<file path="src/rtl/ara_pkg.sv">
// Shared width rules for the VRF SRAM initiator and its response FIFO.
// Latency: n/a (elaboration-time constants and functions only).
// Backpressure: n/a.
package ara_pkg;

  // Word-address width; a single-word memory still gets a 1-bit address.
  function automatic int unsigned addr_width(input int unsigned num_words);
    return (num_words > 1) ? $clog2(num_words) : 1;
  endfunction

  // One enable per ByteWidth-bit lane, a partial top lane included.
  function automatic int unsigned be_width(input int unsigned data_width,
                                           input int unsigned byte_width);
    return (data_width + byte_width - 1) / byte_width;
  endfunction

  // Counter able to hold 0..depth inclusive.
  function automatic int unsigned cnt_width(input int unsigned depth);
    return $clog2(depth + 1);
  endfunction

endpackage

</file>
<file path="src/rtl/vrf_rsp_fifo.sv">
// Response FIFO: buffers SRAM read data until the consumer pops it.
// Latency: a push is visible on valid_o/rdata_o the cycle after it is written.
// Backpressure: none upstream; the caller guarantees no push when full without a pop.
// Ports: clk_i/rst_i (sync active-high), push_i/wdata_i write side,
//        pop_i read side (ignored when empty), valid_o/rdata_o head entry.
module vrf_rsp_fifo
  import ara_pkg::*;
#(
  parameter int unsigned Depth = 2,
  parameter int unsigned Width = 128
) (
  input  logic             clk_i,
  input  logic             rst_i,
  input  logic             push_i,
  input  logic [Width-1:0] wdata_i,
  input  logic             pop_i,
  output logic             valid_o,
  output logic [Width-1:0] rdata_o
);

  localparam int unsigned PtrWidth = addr_width(Depth);
  localparam int unsigned CntWidth = cnt_width(Depth);
  localparam logic [PtrWidth-1:0] LastPtr = PtrWidth'(Depth - 1);

  logic [Width-1:0]    mem_q [Depth];
  logic [Width-1:0]    mem_d [Depth];
  logic [PtrWidth-1:0] wr_ptr_q, wr_ptr_d;
  logic [PtrWidth-1:0] rd_ptr_q, rd_ptr_d;
  logic [CntWidth-1:0] count_q, count_d;
  logic                do_pop;

  assign valid_o = (count_q != '0);
  assign rdata_o = mem_q[rd_ptr_q];
  assign do_pop  = pop_i && valid_o;

  // When full, push and pop hit the same slot: the head is read this cycle
  // and overwritten at the edge, so both take effect.
  always_comb begin
    mem_d    = mem_q;
    wr_ptr_d = wr_ptr_q;
    rd_ptr_d = rd_ptr_q;
    count_d  = count_q;
    if (push_i) begin
      mem_d[wr_ptr_q] = wdata_i;
      wr_ptr_d = (wr_ptr_q == LastPtr) ? '0 : wr_ptr_q + PtrWidth'(1);
    end
    if (do_pop) begin
      rd_ptr_d = (rd_ptr_q == LastPtr) ? '0 : rd_ptr_q + PtrWidth'(1);
    end
    case ({push_i, do_pop})
      2'b10:   count_d = count_q + CntWidth'(1);
      2'b01:   count_d = count_q - CntWidth'(1);
      default: count_d = count_q;
    endcase
  end

  always_ff @(posedge clk_i) begin
    if (rst_i) begin
      wr_ptr_q <= '0;
      rd_ptr_q <= '0;
      count_q  <= '0;
    end else begin
      wr_ptr_q <= wr_ptr_d;
      rd_ptr_q <= rd_ptr_d;
      count_q  <= count_d;
    end
  end

  // Storage needs no reset; occupancy alone decides what is valid.
  always_ff @(posedge clk_i) begin
    mem_q <= mem_d;
  end

endmodule

</file>
<file path="src/rtl/vrf_sram_initiator.sv">
// Credit-based initiator driving a single-port SRAM and returning read data in order.
// Latency: read accepted in cycle t is sampled at end of t+Latency, rsp_valid_o from t+Latency+1.
// Backpressure: reads stall when RspDepth are outstanding unless a response pops this cycle; writes never stall.
// Ports: clk_i/rst_i (sync active-high); req_* request channel (valid/ready);
//        rsp_* read response channel (valid/ready); sram_* single-port memory interface.
module vrf_sram_initiator
  import ara_pkg::*;
#(
  parameter int unsigned NumWords  = 1024,
  parameter int unsigned DataWidth = 128,
  parameter int unsigned ByteWidth = 8,
  parameter int unsigned Latency   = 1,  // legal 1..4
  parameter int unsigned RspDepth  = 2,  // must be >= Latency
  localparam int unsigned AddrWidth = addr_width(NumWords),
  localparam int unsigned BeWidth   = be_width(DataWidth, ByteWidth)
) (
  input  logic                 clk_i,
  input  logic                 rst_i,
  input  logic                 req_valid_i,
  output logic                 req_ready_o,
  input  logic                 req_we_i,
  input  logic [AddrWidth-1:0] req_addr_i,
  input  logic [DataWidth-1:0] req_wdata_i,
  input  logic [BeWidth-1:0]   req_be_i,
  output logic                 rsp_valid_o,
  input  logic                 rsp_ready_i,
  output logic [DataWidth-1:0] rsp_rdata_o,
  output logic                 sram_req_o,
  output logic                 sram_we_o,
  output logic [AddrWidth-1:0] sram_addr_o,
  output logic [DataWidth-1:0] sram_wdata_o,
  output logic [BeWidth-1:0]   sram_be_o,
  input  logic [DataWidth-1:0] sram_rdata_i
);

  localparam int unsigned CntWidth = cnt_width(RspDepth);
  localparam logic [CntWidth-1:0] MaxOutstanding = CntWidth'(RspDepth);

  // outstanding = reads in the SRAM pipeline + entries waiting in the FIFO.
  logic [CntWidth-1:0] outstanding_q, outstanding_d;
  logic [Latency-1:0]  tag_q, tag_d;
  logic                fifo_vld;
  logic                rsp_hs;
  logic                read_acc;

  // Outputs are forced low during reset so nothing leaks while state clears.
  assign rsp_valid_o = fifo_vld && !rst_i;
  assign rsp_hs      = rsp_valid_o && rsp_ready_i;

  // A pop in the same cycle frees a credit, so rsp_ready_i reaches
  // req_ready_o combinationally; this keeps a full FIFO streaming.
  assign req_ready_o = !rst_i &&
                       (req_we_i || (outstanding_q < MaxOutstanding) || rsp_hs);
  assign read_acc    = req_valid_i && req_ready_o && !req_we_i;

  // Memory ordering (write-then-read) is left to the SRAM itself.
  assign sram_req_o   = req_valid_i && req_ready_o;
  assign sram_we_o    = req_we_i;
  assign sram_addr_o  = req_addr_i;
  assign sram_wdata_o = req_wdata_i;
  assign sram_be_o    = req_be_i;

  // Tag pipeline mirrors the SRAM read latency; its tail marks the cycle
  // in which sram_rdata_i carries data for an accepted read.
  always_comb begin
    tag_d    = tag_q;
    tag_d[0] = read_acc;
    for (int unsigned i = 1; i < Latency; i++) begin
      tag_d[i] = tag_q[i-1];
    end
  end

  always_comb begin
    case ({read_acc, rsp_hs})
      2'b10:   outstanding_d = outstanding_q + CntWidth'(1);
      2'b01:   outstanding_d = outstanding_q - CntWidth'(1);
      default: outstanding_d = outstanding_q;
    endcase
  end

  // Clearing the tags drops any read still inside the SRAM pipeline.
  always_ff @(posedge clk_i) begin
    if (rst_i) begin
      outstanding_q <= '0;
      tag_q         <= '0;
    end else begin
      outstanding_q <= outstanding_d;
      tag_q         <= tag_d;
    end
  end

  vrf_rsp_fifo #(
    .Depth (RspDepth),
    .Width (DataWidth)
  ) i_rsp_fifo (
    .clk_i   (clk_i),
    .rst_i   (rst_i),
    .push_i  (tag_q[Latency-1]),
    .wdata_i (sram_rdata_i),
    .pop_i   (rsp_hs),
    .valid_o (fifo_vld),
    .rdata_o (rsp_rdata_o)
  );

endmodule
</file>
<file path="config.mk">
export PLATFORM = sky130hd
export DESIGN_NAME = vrf_sram_initiator
export DESIGN_NICKNAME = d
export VERILOG_FILES = /design/src/rtl/ara_pkg.sv /design/src/rtl/vrf_rsp_fifo.sv /design/src/rtl/vrf_sram_initiator.sv
export SDC_FILE = /design/constraint.sdc
export NUM_CORES = 1
export LEC_CHECK = 0
export CORE_AREA = 2 2 222 224
export CTS_CLUSTER_SIZE = 10
export DETAILED_ROUTE_END_ITERATION = 12
export DIE_AREA = 0 0 224 226
export PLACE_DENSITY_LB_ADDON = 0.15
export SYNTH_ARGS = -nofsm -noshare
export SYNTH_HDL_FRONTEND = slang
export SYNTH_SLANG_ARGS = --single-unit
</file>
<file path="constraint.sdc">
create_clock -name clk_i -period 19.8 [get_ports clk_i]
set_clock_uncertainty 0.05 [all_clocks]
set_input_delay 3.96 -clock clk_i [delete_from_list [all_inputs] [get_ports clk_i]]
set_output_delay 3.96 -clock clk_i [all_outputs]
set_load 0.01 [all_outputs]
</file>
* Yosys cells after proc, flatten, opt, wreduce, memory -nomap -nowiden
Index checks and enable logic that the tools add are counted.
Word-level totals: flip-flop bits (word level) 263, output and inout bits 286, logic and storage cells 47
Operators by class: add/subtract/negate cells 6, order comparisons 4, equality and inequality tests 4, multiplexer cells 10, bitwise logic cells 2, reductions and logical operators 14
Operator list (count):
- two-way mux 128 bit | 4
- bitwise mux 256 bit | 1
- demux 128 bit (select 1 bit) | 1
- one-hot mux 2 bit (2 select lines) | 2
- logical AND 1 bit | 7
- nonzero test 2 bit | 3
- adder 2 x 1 -> 2 bit, second input constant | 2
- equality test 2 x 1 -> 1 bit, second input constant | 2
- equality test 2 bit, second input constant | 2
- greater-or-equal comparator 2 bit, second input constant | 2
- NOT 1 -> 2 bit | 2
- subtractor 2 x 1 -> 2 bit, second input constant | 2
- adder 1 bit, second input constant | 2
- zero test 1 bit | 2
- logical OR 1 bit | 2
- < comparator 2 x 1 -> 1 bit, second input constant | 1
- < comparator 2 bit, second input constant | 1
- two-way mux 1 bit | 2

* Logic depth before layout (Yosys ltp)
depth after elaboration 9, mapped depth 7

* By module
Synthesis repeated with hierarchy kept, for this count alone.
Unflattened totals: cell total of the unflattened synthesis 592, area, all modules 10731.5 µm²
Modules (own cells, without submodules):
- vrf_rsp_fifo | times used 1, cells an instance 418, area each 9409.0 µm²
- vrf_sram_initiator | times used 1, cells an instance 174, area each 1322.5 µm²

* Least setup slack after synthesis
Ideal clock, no wire load.
path kind input -> output, start in rst_i, end out req_ready_o, arrival 4.387 ns, required time 15.790 ns, slack 11.403 ns, cell stages on the path 2, path buffers 1, cells stage by stage clkbuf_1 a31oi_1
On the way: cells in the longest elaborated chain, start to end 5
Ends and longest elaborated chain:
- start, declared | RTL line vrf_sram_initiator.sv:18 | input logic rst_i,
- zero test 1 bit (*) | RTL line vrf_sram_initiator.sv:47, vrf_sram_initiator.sv:52
- logical AND 1 bit | RTL line vrf_sram_initiator.sv:47 | assign rsp_valid_o = fifo_vld && !rst_i;
- logical AND 1 bit | RTL line vrf_sram_initiator.sv:48 | assign rsp_hs = rsp_valid_o && rsp_ready_i;
- logical OR 1 bit | RTL line vrf_sram_initiator.sv:53 | (req_we_i || (outstanding_q < MaxOutstanding) || rsp_hs);
- logical AND 1 bit (*) | RTL line vrf_sram_initiator.sv:52 | assign req_ready_o = !rst_i &&
- end, declared | RTL line vrf_sram_initiator.sv:20 | output logic req_ready_o,
Every way passes the cells marked *; elsewhere a longest branch is shown, timed or not.

* Worst setup path after layout
start in rst_i, end out sram_req_o
On the way: cells in the longest elaborated chain, start to end 6
Ends and longest elaborated chain:
- zero test 1 bit (*) | RTL line vrf_sram_initiator.sv:47, vrf_sram_initiator.sv:52
- logical AND 1 bit | RTL line vrf_sram_initiator.sv:47
- logical AND 1 bit | RTL line vrf_sram_initiator.sv:48
- logical OR 1 bit | RTL line vrf_sram_initiator.sv:53
- logical AND 1 bit (*) | RTL line vrf_sram_initiator.sv:52
- logical AND 1 bit (*) | RTL line vrf_sram_initiator.sv:57 | assign sram_req_o = req_valid_i && req_ready_o;
- end, declared | RTL line vrf_sram_initiator.sv:28 | output logic sram_req_o,
Marks and branches as above.

==> flow_metrics.tcl <==
set metrics [dict create \
    root_buffer "clkbuf_16" \
    hold_start "i_rsp_fifo.count_q[1]" \
    ioPinCount 573 \
    fin_area_um2 14000 \
    synth_xor_xnor_area_share_pct 0.408 \
    cts_max_level 2 \
    area_growth_pct 30.2 \
    cts-hold-fix-buffers 0 \
    die_area_um2 50600 \
    crit_start "rst_i" \
    comb_power_share_pct 7.9 \
    viasPerCell 3.86 \
    fmax_mhz 104 \
    crit_family "buffers and inverters" \
    cts_sinks 263 \
    drc 0 \
    crit_chain "clkdlybuf4s50_1, nand2b_1, a31oi_1, clkdlybuf4s50_1" \
    slew_violations 0 \
    cts_setup_buffers 0 \
    fin_setup_tns_ns 0 \
    clk_latency_ns 0.53 \
    drt_wl_total_um 39400 \
    cp_common_cell "clkdlybuf4s50_1" \
    die_height_um 226 \
    yosys.area_share.simple_pct 0.571 \
    arrival_ns 5.56 \
    hold_violations 0 \
    cpPeakStageDelay_ns 0.62 \
    grt.total_usage_pct 15.0 \
    worstPathMaxFanout 13 \
    drive_above_1_share_pct 23.7 \
    layout.nets 1020 \
    avgSynthCellArea_um2 18.1 \
    worst-setup-path-type "primary input to output port" \
    grt_pass1_wl_um 50900 \
    cts_buffers 35 \
    synth_compound_area_share_pct 0.513 \
    peakVddDrop_uv 66.4 \
    rsz0062_at_grt "false" \
    worst-path-buf-inv 2 \
    num_rows 81 \
    muxShareOfSynthArea_pct 13.4 \
    netSwitchingPower_uw 281 \
    cp_slowest_cell "clkdlybuf4s50_1" \
    setup_viol 0 \
    grt_antenna_before_repair 4 \
    min_period_ns 9.57 \
    numPortBuffers 264 \
    intPower_mw 1.01 \
    p_sw_share_pct 21.7 \
    synth_fa_ha_area_share_pct 0.233 \
    synth_top_family_by_area "multiplexers" \
    status "completed" \
    ys_seq_elements 263 \
    cts.repair.resized 0 \
    vias 5321 \
    ys_seq_area_share_pct 73.0 \
    cap_violations 0 \
    start_kind "primary input" \
    initial_core_util_pct 22.2 \
    synth_area_um2 10700 \
    max-slew-margin-rel_pct 29.6 \
    grt_max_degree 69 \
    clkPwrFrac_pct 43.7 \
    clockBufferDepth 3 \
    antenna_left 0 \
    fin_crit_sh_pct 48.4 \
    n_fill_cell 4794 \
    synthesis.nets 883 \
    hpwl_um 30100 \
    path_clk_slew_ns 0.05 \
    hp-class "register to register" \
    syn_inst 594 \
    place_area_um2 12900 \
    cp.required_ns 15.79 \
    tightest_slew_ns 1.05 \
    ys_warn_count 0 \
    seq_power_share_pct 48.5 \
    wl_per_cell_um 28.6 \
    core_um2 48300 \
    regArea_um2 7830 \
    overflow 0 \
    grt_pass1_vias 5716 \
    p_leak_nw 4.46 \
    p_per_area_nw_per_um2 92.8 \
    multi_input_area_um2 1640 \
    crit_path_end_kind "output port" \
    die_w_um 224 \
    cts_tree "built" \
    drtIter0Drc 199 \
    r2r_start "tag_q" \
    gp_congestion 0.751 \
    synth_cell_type_count 19 \
    firstDrtPassIters 4 \
]
==> layer usage <==
layer / track usage, % / share of wire (%)
met1: 10.6 / 24
met2: 24.1 / 47
met3: 18.0 / 26
met4: 4.84 / 2.6
met5: 1.47 / 0.36
==> area by class of cell <==
type | count | area share [%]
Clock inverter | 12 | 0.672
Tap cell | 622 | 5.57
Inverter | 3 | 0.0806
Clock buffer | 48 | 6.62
Sequential cell | 263 | 56.1
Antenna cell | 1 | 0.0179
Multi-Input combinational cell | 158 | 11.7
Timing Repair Buffer | 270 | 19.2
==> worst min-delay path, cell delays in order, from the launching register on <==
cell and delay (ns):
dfxtp_1 0.32, o21ai_0 0.07, a21oi_1 0.06
==> sequential cells by signal, summed over array words and instances, names as in the netlist <==
name and flops:
i_rsp_fifo.mem_q 256, i_rsp_fifo.count_q 2, outstanding_q 2, i_rsp_fifo.rd_ptr_q 1
i_rsp_fifo.wr_ptr_q 1, tag_q 1
==> Yosys cell counts <==
cell type	n	area share (%)
a211oi_1	1	0.070
a21oi_1	3	0.14
a31oi_1	2	0.12
and2_1	1	0.058
buf_2	4	0.19
buf_4	165	12
clkbuf_1	1	0.035
dfxtp_1	7	1.3
edfxtp_1	256	72
ha_1	2	0.23
inv_1	3	0.10
mux2_2	128	13
nand2b_1	1	0.058
nor2_1	8	0.28
o21ai_0	3	0.14
o21ai_1	1	0.047
or3_1	3	0.17
xnor2_1	3	0.24
xor2_1	2	0.16
==> layout by cell type, fill, tap and decap left out, drive strengths merged <==
| cell | count |
|---|---|
| xnor2 | 3 |
| a211oi | 1 |
| diode | 1 |
| and2 | 1 |
| dfxtp | 7 |
| a31oi | 2 |
| buf | 6 |
| inv | 4 |
| or3 | 3 |
| ha | 2 |
| clkbuf | 48 |
| nor2 | 8 |
| a21oi | 3 |
| o21ai | 4 |
| clkdlybuf4s50 | 264 |
| clkinv | 11 |
| nand2b | 1 |
| edfxtp | 256 |
| mux2 | 128 |
| xor2 | 2 |
==> path summary, 6_finish.rpt <==
| check | slack (ns) | depth (start not counted) | endpoint |
|---|---|---|---|
| hold / removal | 0.45 | 2 | i_rsp_fifo.count_q[1] |
| hold reg to reg | 0.45 | 2 | i_rsp_fifo.count_q[1] |
| setup reg to reg | 17.25 | 3 | i_rsp_fifo.mem_q[160] |
| setup / recovery | 10.23 | 4 | sram_req_o |
==> cell families (layout without fill, tap and decap cells) <==
group / after synthesis / in the layout
xor+xnor: 5 / 5
buf+inv: 173 / 333
simple gates: 13 / 13
fa+ha+maj: 2 / 2
mux: 128 / 128
other cells: 0 / 1
compound gates: 10 / 10
flops: 263 / 263
==> metrics by stage <==
stage	utilization (%)	power (mW)	hold WS (ns)	worst slack, ns	instances
floorplan	-	0.709	0.421	11.40	594
global placement	26.8	0.743	0.459	10.27	1316
detailed placement	26.8	0.743	0.450	10.24	1316
CTS	28.9	1.32	0.457	10.23	1376
global route	28.9	1.35	0.488	10.12	1376
finish	28.9	1.30	0.449	10.23	1377
==> power groups by stage <==
| stage | registers (mW) | logic (mW) | clock network [mW] |
|---|---|---|---|
| detailed placement | 0.639 | 0.104 | 0 |
| global placement | 0.639 | 0.104 | 0 |
| floorplan | 0.641 | 0.0689 | 0 |
| finish | 0.628 | 0.102 | 0.566 |
| CTS | 0.628 | 0.105 | 0.590 |
| global route | 0.628 | 0.110 | 0.610 |
Note: power is estimated with default switching activity, not from simulation.
